[src/rtl/decode_pkg.sv]
// Shared decode definitions: opcodes, ALU encodings, FSM states and field widths.
package decode_pkg;

   localparam int OP_W   = 4;
   localparam int IMM6_W = 6;
   localparam int IMM9_W = 9;

   localparam logic [OP_W-1:0] OP_NOP  = 4'h0;
   localparam logic [OP_W-1:0] OP_ADD  = 4'h1;
   localparam logic [OP_W-1:0] OP_SUB  = 4'h2;
   localparam logic [OP_W-1:0] OP_AND  = 4'h3;
   localparam logic [OP_W-1:0] OP_OR   = 4'h4;
   localparam logic [OP_W-1:0] OP_ADDI = 4'h5;
   localparam logic [OP_W-1:0] OP_LD   = 4'h6;
   localparam logic [OP_W-1:0] OP_ST   = 4'h7;
   localparam logic [OP_W-1:0] OP_LI   = 4'h8;
   localparam logic [OP_W-1:0] OP_HALT = 4'hF;

   localparam logic [2:0] ALU_ADD   = 3'd0;
   localparam logic [2:0] ALU_SUB   = 3'd1;
   localparam logic [2:0] ALU_AND   = 3'd2;
   localparam logic [2:0] ALU_OR    = 3'd3;
   localparam logic [2:0] ALU_PASSB = 3'd4;

   typedef enum logic [1:0] {
      ST_RUN    = 2'd0,
      ST_HAZ    = 2'd1,
      ST_HALTED = 2'd2
   } state_t;

endpackage

[src/rtl/imm_ext.sv]
// Immediate extension: sign-extends imm6 for ADDI/LD/ST, zero-extends imm9 for LI.
module imm_ext
   import decode_pkg::*;
#(
   parameter int DW = 16
) (
   input  logic [OP_W-1:0]   op,
   input  logic [IMM9_W-1:0] imm9,
   output logic [DW-1:0]     imm
);

   always_comb begin
      imm = '0;
      case (op)
         OP_ADDI, OP_LD, OP_ST: imm = {{(DW-IMM6_W){imm9[IMM6_W-1]}}, imm9[IMM6_W-1:0]};
         OP_LI:                 imm = {{(DW-IMM9_W){1'b0}}, imm9};
         default:               imm = '0;
      endcase
   end

endmodule

[src/rtl/decode_imm_buf.sv]
// Decode-stage pipeline register: decodes one instruction per cycle, builds the
// immediate buffer and ALU operand select, and inserts a bubble on load-use hazards.
module decode_imm_buf
   import decode_pkg::*;
#(
   parameter int DW = 16,
   parameter int RW = 3
) (
   input  logic          clk,
   input  logic          rst,
   input  logic [DW-1:0] in_instr,
   input  logic          in_valid,
   output logic          in_ready,
   input  logic          stall,
   input  logic          flush,
   output logic          out_valid,
   output logic          cntrl_m7,
   output logic [DW-1:0] imm_buf,
   output logic [2:0]    alu_op,
   output logic [RW-1:0] rd,
   output logic [RW-1:0] rs1,
   output logic [RW-1:0] rs2,
   output logic          reg_we,
   output logic          mem_rd,
   output logic          mem_wr,
   output logic          halt,
   output logic          illegal
);

   state_t state, state_n;

   logic [OP_W-1:0] f_op;
   logic [RW-1:0]   f_rd, f_rs1, f_rs2;
   logic [DW-1:0]   d_imm;
   logic            d_m7, d_we, d_mrd, d_mwr, d_halt, d_illegal, d_use1, d_use2;
   logic [2:0]      d_alu;
   logic [RW-1:0]   d_rd, d_rs1, d_rs2;
   logic            hazard, accept;

   assign f_op  = in_instr[15:12];
   assign f_rd  = in_instr[9 +: RW];
   assign f_rs1 = in_instr[6 +: RW];
   assign f_rs2 = in_instr[3 +: RW];

   imm_ext #(.DW(DW)) u_imm_ext (
      .op   (f_op),
      .imm9 (in_instr[IMM9_W-1:0]),
      .imm  (d_imm)
   );

   // Control decode; ST reads its store-data register from the rd field position.
   always_comb begin
      d_m7      = 1'b0;
      d_alu     = ALU_ADD;
      d_rd      = '0;
      d_rs1     = '0;
      d_rs2     = '0;
      d_we      = 1'b0;
      d_mrd     = 1'b0;
      d_mwr     = 1'b0;
      d_halt    = 1'b0;
      d_illegal = 1'b0;
      d_use1    = 1'b0;
      d_use2    = 1'b0;
      case (f_op)
         OP_NOP: ;
         OP_ADD, OP_SUB, OP_AND, OP_OR: begin
            d_alu  = f_op[2:0] - 3'd1;
            d_rd   = f_rd;
            d_rs1  = f_rs1;
            d_rs2  = f_rs2;
            d_we   = 1'b1;
            d_use1 = 1'b1;
            d_use2 = 1'b1;
         end
         OP_ADDI, OP_LD: begin
            d_m7   = 1'b1;
            d_rd   = f_rd;
            d_rs1  = f_rs1;
            d_we   = 1'b1;
            d_mrd  = (f_op == OP_LD);
            d_use1 = 1'b1;
         end
         OP_ST: begin
            d_m7   = 1'b1;
            d_rs1  = f_rs1;
            d_rs2  = f_rd;
            d_mwr  = 1'b1;
            d_use1 = 1'b1;
            d_use2 = 1'b1;
         end
         OP_LI: begin
            d_m7  = 1'b1;
            d_alu = ALU_PASSB;
            d_rd  = f_rd;
            d_we  = 1'b1;
         end
         OP_HALT: d_halt = 1'b1;
         default: d_illegal = 1'b1;
      endcase
   end

   // A registered load only exists in RUN; the bubble held in HAZ never matches.
   always_comb begin
      hazard = 1'b0;
      if (state == ST_RUN && in_valid && out_valid && mem_rd)
         hazard = (d_use1 && (f_rs1 == rd)) || (d_use2 && (d_rs2 == rd));
   end

   always_ff @(posedge clk or posedge rst) begin
      if (rst)
         state <= ST_RUN;
      else
         state <= state_n;
   end

   always_comb begin
      state_n = state;
      if (stall)
         state_n = state;
      else if (flush)
         state_n = (state == ST_HALTED) ? ST_HALTED : ST_RUN;
      else begin
         case (state)
            ST_RUN:    if (hazard) state_n = ST_HAZ;
                       else if (accept && d_halt) state_n = ST_HALTED;
            ST_HAZ:    state_n = (accept && d_halt) ? ST_HALTED : ST_RUN;
            ST_HALTED: state_n = ST_HALTED;
            default:   state_n = ST_RUN;
         endcase
      end
   end

   always_comb begin
      in_ready = !stall && !flush && (state != ST_HALTED) && !hazard;
      accept   = in_valid && in_ready;
   end

   // Anything not accepted (flush, hazard, halted, idle fetch) becomes a bubble.
   always_ff @(posedge clk or posedge rst) begin
      if (rst) begin
         out_valid <= 1'b0;
         cntrl_m7  <= 1'b0;
         imm_buf   <= '0;
         alu_op    <= ALU_ADD;
         rd        <= '0;
         rs1       <= '0;
         rs2       <= '0;
         reg_we    <= 1'b0;
         mem_rd    <= 1'b0;
         mem_wr    <= 1'b0;
         halt      <= 1'b0;
         illegal   <= 1'b0;
      end else if (!stall) begin
         if (accept) begin
            out_valid <= 1'b1;
            cntrl_m7  <= d_m7;
            imm_buf   <= d_imm;
            alu_op    <= d_alu;
            rd        <= d_rd;
            rs1       <= d_rs1;
            rs2       <= d_rs2;
            reg_we    <= d_we;
            mem_rd    <= d_mrd;
            mem_wr    <= d_mwr;
            halt      <= halt | d_halt;
            illegal   <= d_illegal;
         end else begin
            out_valid <= 1'b0;
            cntrl_m7  <= 1'b0;
            imm_buf   <= '0;
            alu_op    <= ALU_ADD;
            rd        <= '0;
            rs1       <= '0;
            rs2       <= '0;
            reg_we    <= 1'b0;
            mem_rd    <= 1'b0;
            mem_wr    <= 1'b0;
            illegal   <= 1'b0;
         end
      end
   end

endmodule

[config.mk]
export PLATFORM = sky130hd
export DESIGN_NAME = decode_imm_buf
export DESIGN_NICKNAME = d
export VERILOG_FILES = /design/src/rtl/decode_pkg.sv /design/src/rtl/imm_ext.sv /design/src/rtl/decode_imm_buf.sv
export SDC_FILE = /design/constraint.sdc
export NUM_CORES = 1
export LEC_CHECK = 0
export CAP_MARGIN = 20
export CORE_MARGIN = 8
export CORE_UTILIZATION = 46
export CTS_BUF_LIST = sky130_fd_sc_hd__clkbuf_4 sky130_fd_sc_hd__clkbuf_8
export CTS_CLUSTER_SIZE = 30
export DETAILED_ROUTE_END_ITERATION = 7
export GPL_ROUTABILITY_DRIVEN = 0
export PLACE_DENSITY = 0.85
export SYNTH_ARGS = -nofsm -noshare
export SYNTH_HDL_FRONTEND = slang
export SYNTH_SLANG_ARGS = --single-unit
[constraint.sdc]
create_clock -name clk -period 2.86 [get_ports clk]
set_input_delay 0.572 -clock clk [delete_from_list [all_inputs] [get_ports clk]]
set_output_delay 0.572 -clock clk [all_outputs]
set_load 0.1 [all_outputs]
==> flow_summary.json, run 1 <==
{
  "die_h_um": 75.17,
  "ys_seq_elements": 31,
  "cts_hold_buffers": 0,
  "antenna_cells": 0,
  "worst_hold_path_type": "flop to flop",
  "antenna_found_initial": 0,
  "worstPathRequired_ps": 2290,
  "coreArea_sq_mm": 0.003363,
  "synth_area_per_cell_sq_um": 10.95,
  "htree_levels": 2,
  "rsz0062_at_grt": "true",
  "port_buffers": 56,
  "clock-root-buffer": "clkbuf_4",
  "path_max_fanout": 4,
  "start_util_pct": 47.88,
  "grt_first_pass_wirelength_um": 7665,
  "cp-end-kind": "primary output",
  "drc": 0,
  "synth_cells": 147,
  "synth_largest_area_cell": "dfrtp_1",
  "r2r_cells": 7,
  "drt-initial-drc-count": 121,
  "min_period_over_period_pct": 101.3,
  "hpwl_um": 3798,
  "hold_violations": 0,
  "synth_cell_types": 37,
  "num_vias": 1586,
  "violations": "negative setup slack",
  "die_w_um": 75.17,
  "ys_warn_count": 0,
  "synth_top_area_share_pct": 48.17,
  "cp-start-kind": "input pin",
  "clkTransAtPathRegs_ps": 90,
  "fin_worst_skew_ps": 14.10,
  "max_cap_viol_count": 0,
  "worst_pin_slew_ps": 437.3,
  "grt_pass1_vias": 1541,
  "relSlewSlack_pct": 70.84,
  "io_pins": 57,
  "area_growth_pct": 51.05,
  "r2r_slack_ps": 900,
  "avgViaCountPerCell": 5.874,
  "clock-sinks": 31,
  "drt_wl_total_um": 4955,
  "grt_remaining_overflow": 0,
  "grt.total_usage_pct": 18.09,
  "max_freq_mhz": 345.3,
  "drv_slew": 0,
  "rr_endpoint": "rs1[0]",
  "period_minus_slack_ps": 2896,
  "r2r-start": "rd[2]",
  "hold_ws_ps": 503.2,
  "cts_buffers": 5,
  "drive_above_1_share_pct": 37.95,
  "leakage_nw": 1.214,
  "synth.area.top_cells": "dfrtp_1 (48%), a32o_1 (9.9%), a22o_1 (5.4%), buf_4 (3.3%), nand2_1 (3.3%)",
  "stdcell_count": 270,
  "seq_area_frac_synth_pct": 48.17,
  "place_ws_ps": -607.4,
  "min_from": "alu_op[1]",
  "fp.dieArea_sq_mm": 0.005650,
  "nets": 248,
  "synth_nets": 172,
  "wl_per_cell_um": 18.35,
  "crit_arrival_ps": 2320,
  "p_per_area_mw_per_mm2": 454.8,
  "clockBufferDepth": 2,
  "num_rows": 21,
  "clock_latency_ps": 340,
  "place_area_sq_mm": 0.002310,
  "worst_slack_ps": -36.07,
  "holdPathEnd": "alu_op[1]",
  "stdcell_area_sq_mm": 0.002432,
  "ant_nets": 0,
  "utilization_pct": 72.32,
  "outcome": "finished with violations",
  "whs_path_depth": 1,
  "path_class": "input pin to primary output",
  "tritoncts": "done",
  "setup_viol": 1,
  "nFillCells": 243,
  "ir_worst_vdd_mv": 0.3035,
  "dr.pass1.iters": 4,
  "grt_max_degree": 34,
  "syn_area_sq_mm": 0.001610,
  "placed_cells": 260
}
## metrics by stage
| step | TNS [ps] | power (mW) |
|---|---|---|
| finish | -36.07 | 1.106 |
| global route | -109.2 | 1.153 |
| CTS | -180.3 | 1.102 |
| detailed placement | -12740 | 0.8028 |
| global placement | -9864 | 0.7933 |
| floorplan | -204.7 | 0.6868 |
## registers in the layout, summed over array words and instances, names as in the netlist
name,count
cntrl_m7,1
alu_op,3
mem_rd,1
reg_we,1
rs2,3
rs1,3
rd,3
out_valid,1
mem_wr,1
state,2
halt,1
imm_buf,10
illegal,1
## area by class of cell
class	instances	area (sq um)	area share [%]
Multi-Input combinational cell	96	793.3	32.61
Sequential cell	31	775.7	31.89
Timing Repair Buffer	83	698.2	28.70
Clock buffer	8	72.57	2.984
Tap cell	46	57.56	2.366
Inverter	6	35.03	1.440
## critical path: stages
cell and delay, ps:
buf_12 100, inv_12 30, ha_4 140, or4_4 530
a41o_1 280, xor2_1 230, nor2_4 80, a31oi_4 150
buf_12 190
## layer usage
layer / part of all wire [%] / track usage, %
met2: 52 / 31.67
met5: 0 / 0
met1: 38 / 20.27
met3: 8.4 / 5.060
met4: 2.2 / 6.823
## synth_stat cells, drive strengths merged
cell / number
nand2: 14
o22a: 1
nand3: 3
inv: 6
nand2b: 2
clkbuf: 6
o21ai: 1
a21oi: 4
a41o: 2
and3: 1
a211oi: 2
a221oi: 2
a32o: 16
or3: 1
buf: 8
o21bai: 1
nor2: 8
a22o: 10
a32oi: 1
dfrtp: 31
a21o: 1
xor2: 5
nor4: 1
and3b: 1
or4: 1
nor2b: 3
and4b: 2
nand4: 2
ha: 4
a31oi: 3
nor3: 3
nand4b: 1
## layout by cell type, fill, tap and decap left out, types with 3 or more instances in the layout
| master | synthesis | final |
|---|---|---|
| buf_4 | 7 | 62 |
| a32o_1 | 16 | 16 |
| dfrtp_1 | 31 | 31 |
| clkbuf_4 | 0 | 6 |
| nand2_1 | 14 | 14 |
| nor2_1 | 7 | 7 |
| a21oi_1 | 4 | 4 |
| a22o_1 | 10 | 10 |
| inv_1 | 6 | 5 |
| xor2_1 | 5 | 5 |
| nor3_1 | 3 | 3 |
| clkdlybuf4s50_1 | 0 | 16 |
| nor2b_1 | 3 | 3 |
## where the power goes
| group | switching, mW | total (mW) | leakage, nW | internal, mW |
|---|---|---|---|---|
| Combinational | 0.221 | 0.335 | 0.746 | 0.114 |
| Sequential | 0.0148 | 0.470 | 0.426 | 0.455 |
| Clock | 0.147 | 0.301 | 0.0420 | 0.154 |
## cells by family after synthesis
logic type               count (synthesis)  synth area share (%)
AO/OA/AOI/OAI                           44                 24.55
AND/OR/NAND/NOR                         43                 14.69
flip-flops                              31                 48.17
buffers and inverters                   20                 6.760
XOR/XNOR                                 5                 2.719
adder cells (fa/ha/maj)                  4                 3.108
## what timing repair did
| action | 4_1_cts | 5_1_grt |
|---|---|---|
| buffers inserted | 1 | 2 |
| pin swaps | 4 | 4 |
| resized for setup | 11 | 9 |
| endpoints found under the setup margin | 27 | 1 |
## worst max path at each step
stage,from,end,cells after the start
CTS,in_instr[12],in_ready,9
global placement,in_instr[12],in_ready,10
finish,in_instr[12],in_ready,9
floorplan,in_instr[12],in_ready,7
global route,in_instr[12],in_ready,9
detailed placement,in_instr[13],in_ready,9
(Power assumes the default switching activity.)
==> run 2, diff against run 1 <==
--- a/config.mk
+++ b/config.mk
@@ -7,12 +7,13 @@
 export LEC_CHECK = 0
 export CAP_MARGIN = 20
 export CORE_MARGIN = 8
-export CORE_UTILIZATION = 46
+export CORE_UTILIZATION = 51
 export CTS_BUF_LIST = sky130_fd_sc_hd__clkbuf_4 sky130_fd_sc_hd__clkbuf_8
 export CTS_CLUSTER_SIZE = 30
 export DETAILED_ROUTE_END_ITERATION = 7
 export GPL_ROUTABILITY_DRIVEN = 0
-export PLACE_DENSITY = 0.85
+export PLACE_DENSITY = 0.86
 export SYNTH_ARGS = -nofsm -noshare
 export SYNTH_HDL_FRONTEND = slang
+export SYNTH_HIERARCHICAL = 1
 export SYNTH_SLANG_ARGS = --single-unit
==> run 2 against run 1 <==
Effect of this change:
- non-clock buffer count grew 18
- largest power group unchanged
- total power rose by 28%
- via count is 33% higher
- wire length grew 27%
- critical path depth did not move
- combinational power grew 12%
- hold slack got worse by 20 ps
- highest routed layer unchanged
- fmax decreased by 11%
- the flow still finishes with violations (negative setup slack)
==> flow_summary.json, run 2 <==
{
  "antenna_found_initial": 0,
  "antenna_cells": 0,
  "worst_pin_slew_ps": 471.4,
  "grt_first_pass_wirelength_um": 10050,
  "fin_setup_tns_ps": -391.6,
  "num_vias": 2107,
  "drv_slew": 0,
  "placed_cells": 357,
  "synth_nets": 256,
  "fin_worst_skew_ps": 7.934,
  "cp-end-kind": "primary output",
  "seq_area_frac_synth_pct": 41.83,
  "rsz0062_at_grt": "true",
  "period_minus_slack_ps": 3252,
  "cts_buffers": 5,
  "synthFlopType": "dfrtp_1",
  "synthArstFlopShare_pct": 100.0,
  "yosysMostFrequentCell": "nand2_1",
  "synth_edf_count": 0,
  "total_power_mw": 1.411,
  "synth_largest_area_cell": "dfrtp_1",
  "htree_levels": 2,
  "place_ws_ps": -811.3,
  "worst_hold_path_type": "flop to flop",
  "relSlewSlack_pct": 68.58,
  "max_cap_viol_count": 0,
  "final_common_cell": "buf_4",
  "clockBufferDepth": 2,
  "drc": 0,
  "stdcell_area_sq_mm": 0.003183,
  "die_w_um": 81.88,
  "grt_max_degree": 38,
  "synth_cells": 231,
  "tritoncts": "done",
  "leakage_nw": 1.521,
  "syn_area_sq_mm": 0.002213,
  "ant_nets": 0,
  "top_register": "imm_buf",
  "avgViaCountPerCell": 5.679,
  "p_per_area_mw_per_mm2": 443.3,
  "area_growth_pct": 43.81,
  "place_area_sq_mm": 0.002994,
  "drive_above_1_share_pct": 43.89,
  "wl_per_cell_um": 16.99,
  "cts_hold_buffers": 0,
  "worstPathRequired_ps": 2290,
  "setup_viol": 1,
  "drt-initial-drc-count": 169,
  "layout_common_cells": "buf_4 (79), nand2_1 (38), dfrtp_1 (37), o21ai_2 (25), nand3_1 (24)",
  "grt.total_usage_pct": 19.25,
  "clock_latency_ps": 290,
  "start_util_pct": 51.91,
  "stdcell_count": 371,
  "path_class": "input pin to primary output",
  "path_max_fanout": 4,
  "clkTransAtPathRegs_ps": 70,
  "synth_area_per_cell_sq_um": 9.582,
  "coreArea_sq_mm": 0.004264,
  "grt_remaining_overflow": 0,
  "synth.area.top_cells": "dfrtp_1 (42%), o21ai_2 (9.9%), nand2_1 (6.4%), nand3_1 (5.4%), o31ai_2 (2.8%)",
  "largest_reg_flops": 16,
  "ir_worst_vdd_mv": 0.2370,
  "ys_seq_elements": 37,
  "ys_warn_count": 6,
  "die_h_um": 81.88,
  "violations": "negative setup slack",
  "hpwl_um": 4564,
  "min_period_over_period_pct": 113.7,
  "outcome": "finished with violations",
  "clock-sinks": 37,
  "synthTopCellsByCount": "nand2_1 (38), dfrtp_1 (37), o21ai_2 (25), nand3_1 (24), clkbuf_1 (10)",
  "nets": 343,
  "grt_pass1_vias": 2082,
  "hold_violations": 0,
  "io_pins": 57,
  "synth_cell_types": 42,
  "num_rows": 24,
  "dr.pass1.iters": 4,
  "worst_slack_ps": -391.6,
  "fp.dieArea_sq_mm": 0.006704,
  "clock-root-buffer": "clkbuf_8",
  "crit_arrival_ps": 2680,
  "port_buffers": 56,
  "cp-start-kind": "input pin",
  "synth_top_area_share_pct": 41.83,
  "drt_wl_total_um": 6304,
  "max_freq_mhz": 307.5
}
run 2: cell types whose count changed after synthesis, moves of 3 or more:
cell and delta:
clkbuf_1 +4, nand3_1 +22, o31ai_2 +5, a21o_2 +3
o41ai_1 +3, buf_6 +4, and2_1 +7, o21ai_2 +25
inv_1 +3, a22o_1 -10, dfrtp_1 +6, a32o_1 -15
nand2_1 +24
run 2: what timing repair did:
action	CTS	global route
pin swaps	6	4
setup buffers	4	2
gates resized for setup	12	4
endpoints found under the setup margin	34	1
run 2: stage by stage:
| step | util (%) | hold slack (ps) |
|---|---|---|
| finish | 74.65 | 483.4 |
| global route | 74.65 | 516.3 |
| CTS | 73.94 | 490.1 |
| detailed placement | 70.22 | 467.9 |
| global placement | 70.22 | 462.3 |
| floorplan | - | 468.0 |
run 2: report_power, final:
group | total, mW | switching, mW | internal, mW
logic | 0.375 | 0.248 | 0.127
registers | 0.557 | 0.0151 | 0.542
clock network | 0.479 | 0.185 | 0.294
run 2: logic make-up after synthesis:
logic type	Yosys count	share of synthesized area, %
compound gates	56	22.05
flops	37	41.83
xor+xnor	5	1.978
fa+ha+maj	4	2.261
simple gates	98	23.91
buf+inv	31	7.970
run 2: layout make-up:
| cell class | count | area [sq um] |
|---|---|---|
| clock inverter | 1 | 30.03 |
| fill | 303 | 1081 |
| sequential | 37 | 925.9 |
| tap | 52 | 65.06 |
| clock buffer | 7 | 90.09 |
| inverter | 10 | 37.54 |
| multi-input combinational | 163 | 1200 |
| timing repair buffer | 101 | 834.6 |
run 2: critical path: stages:
cell and delay [ps]:
buf_6 90, buf_6 120, ha_4 150, or4_4 550, a41o_1 250, xor2_2 180, o41ai_4 480, a21oi_4 100
buf_12 180
run 2: path summary, 6_finish.rpt:
check | slack [ps] | startpoint | to | depth (start not counted)
min in group asynchronous | 690 | rst | imm_buf[6] | 3
worst min-delay path | 480 | imm_buf[1] | imm_buf[1] | 2
max in group asynchronous | 1840 | rst | state[0] | 3
worst max-delay path | -390 | in_instr[12] | in_ready | 9
worst min register to register | 480 | imm_buf[1] | imm_buf[1] | 2
worst max register to register | 840 | state[1] | rs2[1] | 7
run 2: routing by layer:
layer | vias up | track usage, % | wire length (um)
met2 | 92 | 31.57 | 3154
li1 | 983 | - | -
met5 | - | 0 | 0
met4 | 0 | 8.596 | 130
met3 | 13 | 5.033 | 519
met1 | 1019 | 23.19 | 2499
==> run 3, diff against run 2 <==
--- a/config.mk
+++ b/config.mk
@@ -5,14 +5,15 @@
 export SDC_FILE = /design/constraint.sdc
 export NUM_CORES = 1
 export LEC_CHECK = 0
+export ABC_AREA = 1
 export CAP_MARGIN = 20
 export CORE_MARGIN = 8
-export CORE_UTILIZATION = 51
+export CORE_UTILIZATION = 53
 export CTS_BUF_LIST = sky130_fd_sc_hd__clkbuf_4 sky130_fd_sc_hd__clkbuf_8
 export CTS_CLUSTER_SIZE = 30
 export DETAILED_ROUTE_END_ITERATION = 7
 export GPL_ROUTABILITY_DRIVEN = 0
-export PLACE_DENSITY = 0.86
+export PLACE_DENSITY = 0.9
 export SYNTH_ARGS = -nofsm -noshare
 export SYNTH_HDL_FRONTEND = slang
 export SYNTH_HIERARCHICAL = 1
==> constraint.sdc (replaced) <==
create_clock -name clk -period 4.15 [get_ports clk]
set_input_delay 0.83 -clock clk [delete_from_list [all_inputs] [get_ports clk]]
set_output_delay 0.83 -clock clk [all_outputs]
set_load 0.1 [all_outputs]
==> run 3 against run 2 <==
Effect of this change:
- the flow now finishes without violations
- final cell count down 8.1%
- critical path depth grew 8
- final area fell by 14%
- first-iteration DRC count fell by 13%
- global-route usage shrank 2.0 points
- synthesized cell count increased by 3.9%
- worst setup slack improved by 620 ps
- combinational power shrank 57%
- sequential share of layout area grew 4.9 points
- count of clock-buffer cells in the layout is the same
- core utilization fell by 0.77 points
==> flow_summary.json, run 3 <==
{
  "port_buffers": 56,
  "drv_slew": 0,
  "outcome": "finished clean",
  "drc": 0,
  "grt_first_pass_wirelength_um": 8576,
  "leakage_nw": 1.318,
  "whs_path_depth": 2,
  "dr.pass1.iters": 4,
  "synth_nets": 265,
  "clock-root-buffer": "clkbuf_8",
  "cp-start-kind": "input pin",
  "r2r_cells": 11,
  "p_per_area_mw_per_mm2": 316.0,
  "nets": 317,
  "fp.dieArea_sq_mm": 0.006080,
  "worstPathRequired_ps": 3320,
  "ir_worst_vdd_mv": 0.2350,
  "min_period_over_period_pct": 94.59,
  "cpMostUsedCell": "nand2_2",
  "top_register": "imm_buf",
  "seq_area_frac_synth_pct": 45.48,
  "drt-initial-drc-count": 147,
  "ys_seq_elements": 37,
  "ys_warn_count": 6,
  "cp_cell_sequence": "clkdlybuf4s50_1 > inv_1 > ha_1 > nand2_1 > nand2_1 > nand2_2 > nand2_2 > nand2_2 > nand3_1 > nand2_1 > nor2_1 > nand2_2 > nand2_2 > nand2_2 > nand2_1 > nor3_2 > buf_12",
  "synth_cell_types": 29,
  "crit_arrival_ps": 3100,
  "coreArea_sq_mm": 0.003689,
  "area_growth_pct": 33.87,
  "num_rows": 22,
  "cp-end-kind": "primary output",
  "path_max_fanout": 6,
  "layout_common_cells": "nand2_1 (56), clkdlybuf4s50_1 (55), dfrtp_1 (37), inv_1 (25), nand3_1 (21)",
  "hold_violations": 0,
  "max_cap_viol_count": 0,
  "clock-sinks": 37,
  "die_h_um": 77.98,
  "start_util_pct": 55.19,
  "synthArstFlopShare_pct": 100.0,
  "max_freq_mhz": 254.8,
  "tritoncts": "done",
  "synth.area.top_cells": "dfrtp_1 (45%), nand2_1 (10%), a22o_1 (8.2%), nand3_1 (5.2%), inv_1 (4.6%)",
  "final_common_cell": "nand2_1",
  "drt_wl_total_um": 5131,
  "cts_hold_buffers": 0,
  "synth_largest_area_cell": "dfrtp_1",
  "synth_cells": 240,
  "fin_worst_skew_ps": 8.425,
  "grt_remaining_overflow": 0,
  "clkTransAtPathRegs_ps": 70,
  "synth_area_per_cell_sq_um": 8.482,
  "relSlewSlack_pct": 33.54,
  "cp_num_buf_inv": 3,
  "critPathMaxStageDelay_ps": 590,
  "setup_viol": 0,
  "cts_setup_buffers": 0,
  "synthTopCellsByCount": "nand2_1 (56), dfrtp_1 (37), inv_1 (25), nand3_1 (21), a22o_1 (19)",
  "cts-resized-gates": 0,
  "clockBufferDepth": 2,
  "avgViaCountPerCell": 5.493,
  "stdcell_area_sq_mm": 0.002725,
  "num_vias": 1873,
  "yosysMostFrequentCell": "nand2_1",
  "critPathSlowestCell": "clkdlybuf4s50_1",
  "die_w_um": 77.98,
  "ant_nets": 0,
  "cts_buffers": 5,
  "drive_above_1_share_pct": 12.63,
  "io_pins": 57,
  "hpwl_um": 3843,
  "largest_reg_flops": 16,
  "worst_hold_path_type": "flop to flop",
  "grt_max_degree": 38,
  "htree_levels": 2,
  "synth_top_area_share_pct": 45.48,
  "syn_area_sq_mm": 0.002036,
  "crit_family": "simple AND/OR/NAND/NOR gates",
  "rsz0062_at_grt": "false",
  "antenna_found_initial": 0,
  "cp.depth": 17,
  "grt_pass1_vias": 1876,
  "worst_pin_slew_ps": 993.8,
  "clock_latency_ps": 290,
  "place_area_sq_mm": 0.002605,
  "synth_edf_count": 0,
  "wl_per_cell_um": 15.05,
  "synthFlopType": "dfrtp_1",
  "path_class": "input pin to primary output",
  "grt.total_usage_pct": 17.28,
  "period_minus_slack_ps": 3925,
  "antenna_cells": 0,
  "fin_setup_tns_ps": 0
}
==> run 3: cell count changes in the layout (fill, tap and decap cells not counted), sizes merged, moves of 5 or more <==
cell           previous run  this run
buf                      83         3
clkdlybuf4s50            17        55
nand2                    38        66
inv                      10        30
o21ai                    28         8
a22o                      0        19
nor2                      6        19
and2                      7         0
xor2                      5         0
==> run 3: tightest hold or removal path, stage by stage (launching register included) <==
cell and delay [ps]:
dfrtp_1 350, inv_1 40, nand2_1 50
==> run 3: cell families (layout without fill, tap and decap cells) <==
family / after synthesis / after routing / share of synthesized area, %
adders and majority gates: 4 / 4 / 2.459
buffers and inverters: 43 / 96 / 9.526
and+or+nand+nor: 114 / 114 / 26.86
AOI/OAI and AO/OA: 42 / 42 / 15.67
DFF: 37 / 37 / 45.48
==> run 3: power by group <==
part / internal (mW) / switching [mW] / total (mW)
Clock: 0.202 / 0.127 / 0.329
Sequential: 0.367 / 0.00475 / 0.371
Combinational: 0.0498 / 0.110 / 0.160
==> run 3: stage by stage <==
stage | hold slack [ps] | util, % | worst slack, ps | total power, mW | std cells
6_report | 477.3 | 73.88 | 224.7 | 0.8612 | 341
5_1_grt | 512.1 | 73.88 | 44.00 | 0.8939 | 341
4_1_cts | 488.9 | 73.88 | 237.6 | 0.8635 | 341
3_5_place_dp | 470.5 | 70.62 | 245.9 | 0.5384 | 333
3_3_place_gp | 448.7 | 70.62 | 328.1 | 0.5345 | 333
2_1_floorplan | 517.7 | - | 238.9 | 0.4859 | 240
==> run 3: per-layer routing <==
layer | part of all wire, % | vias up | wire, um | global-route usage (%)
li1 | - | 901 | - | -
met1 | 42 | 892 | 2166 | 20.55
met2 | 49 | 69 | 2490 | 27.32
met3 | 7.3 | 11 | 377 | 5.991
met4 | 1.9 | 0 | 96 | 8.333
met5 | 0 | - | 0 | 0
==> run 3: cell type report <==
class / count / area (sq um)
Fill cell: 295 / 963.4
Sequential cell: 37 / 925.9
Multi-Input combinational cell: 160 / 920.9
Timing Repair Buffer: 58 / 585.6
Inverter: 30 / 112.6
Clock buffer: 7 / 90.09
Tap cell: 48 / 60.06
Clock inverter: 1 / 30.03
==> run 3: worst paths after layout <==
kind / from / to / slack [ps]
worst min-delay path: halt / halt / 480
worst min register to register: halt / halt / 480
worst max-delay path: in_instr[12] / in_ready / 220
min in group asynchronous: rst / rs2[2] / 960
max in group asynchronous: rst / alu_op[2] / 2870
worst max register to register: rd[1] / rd[1] / 2160
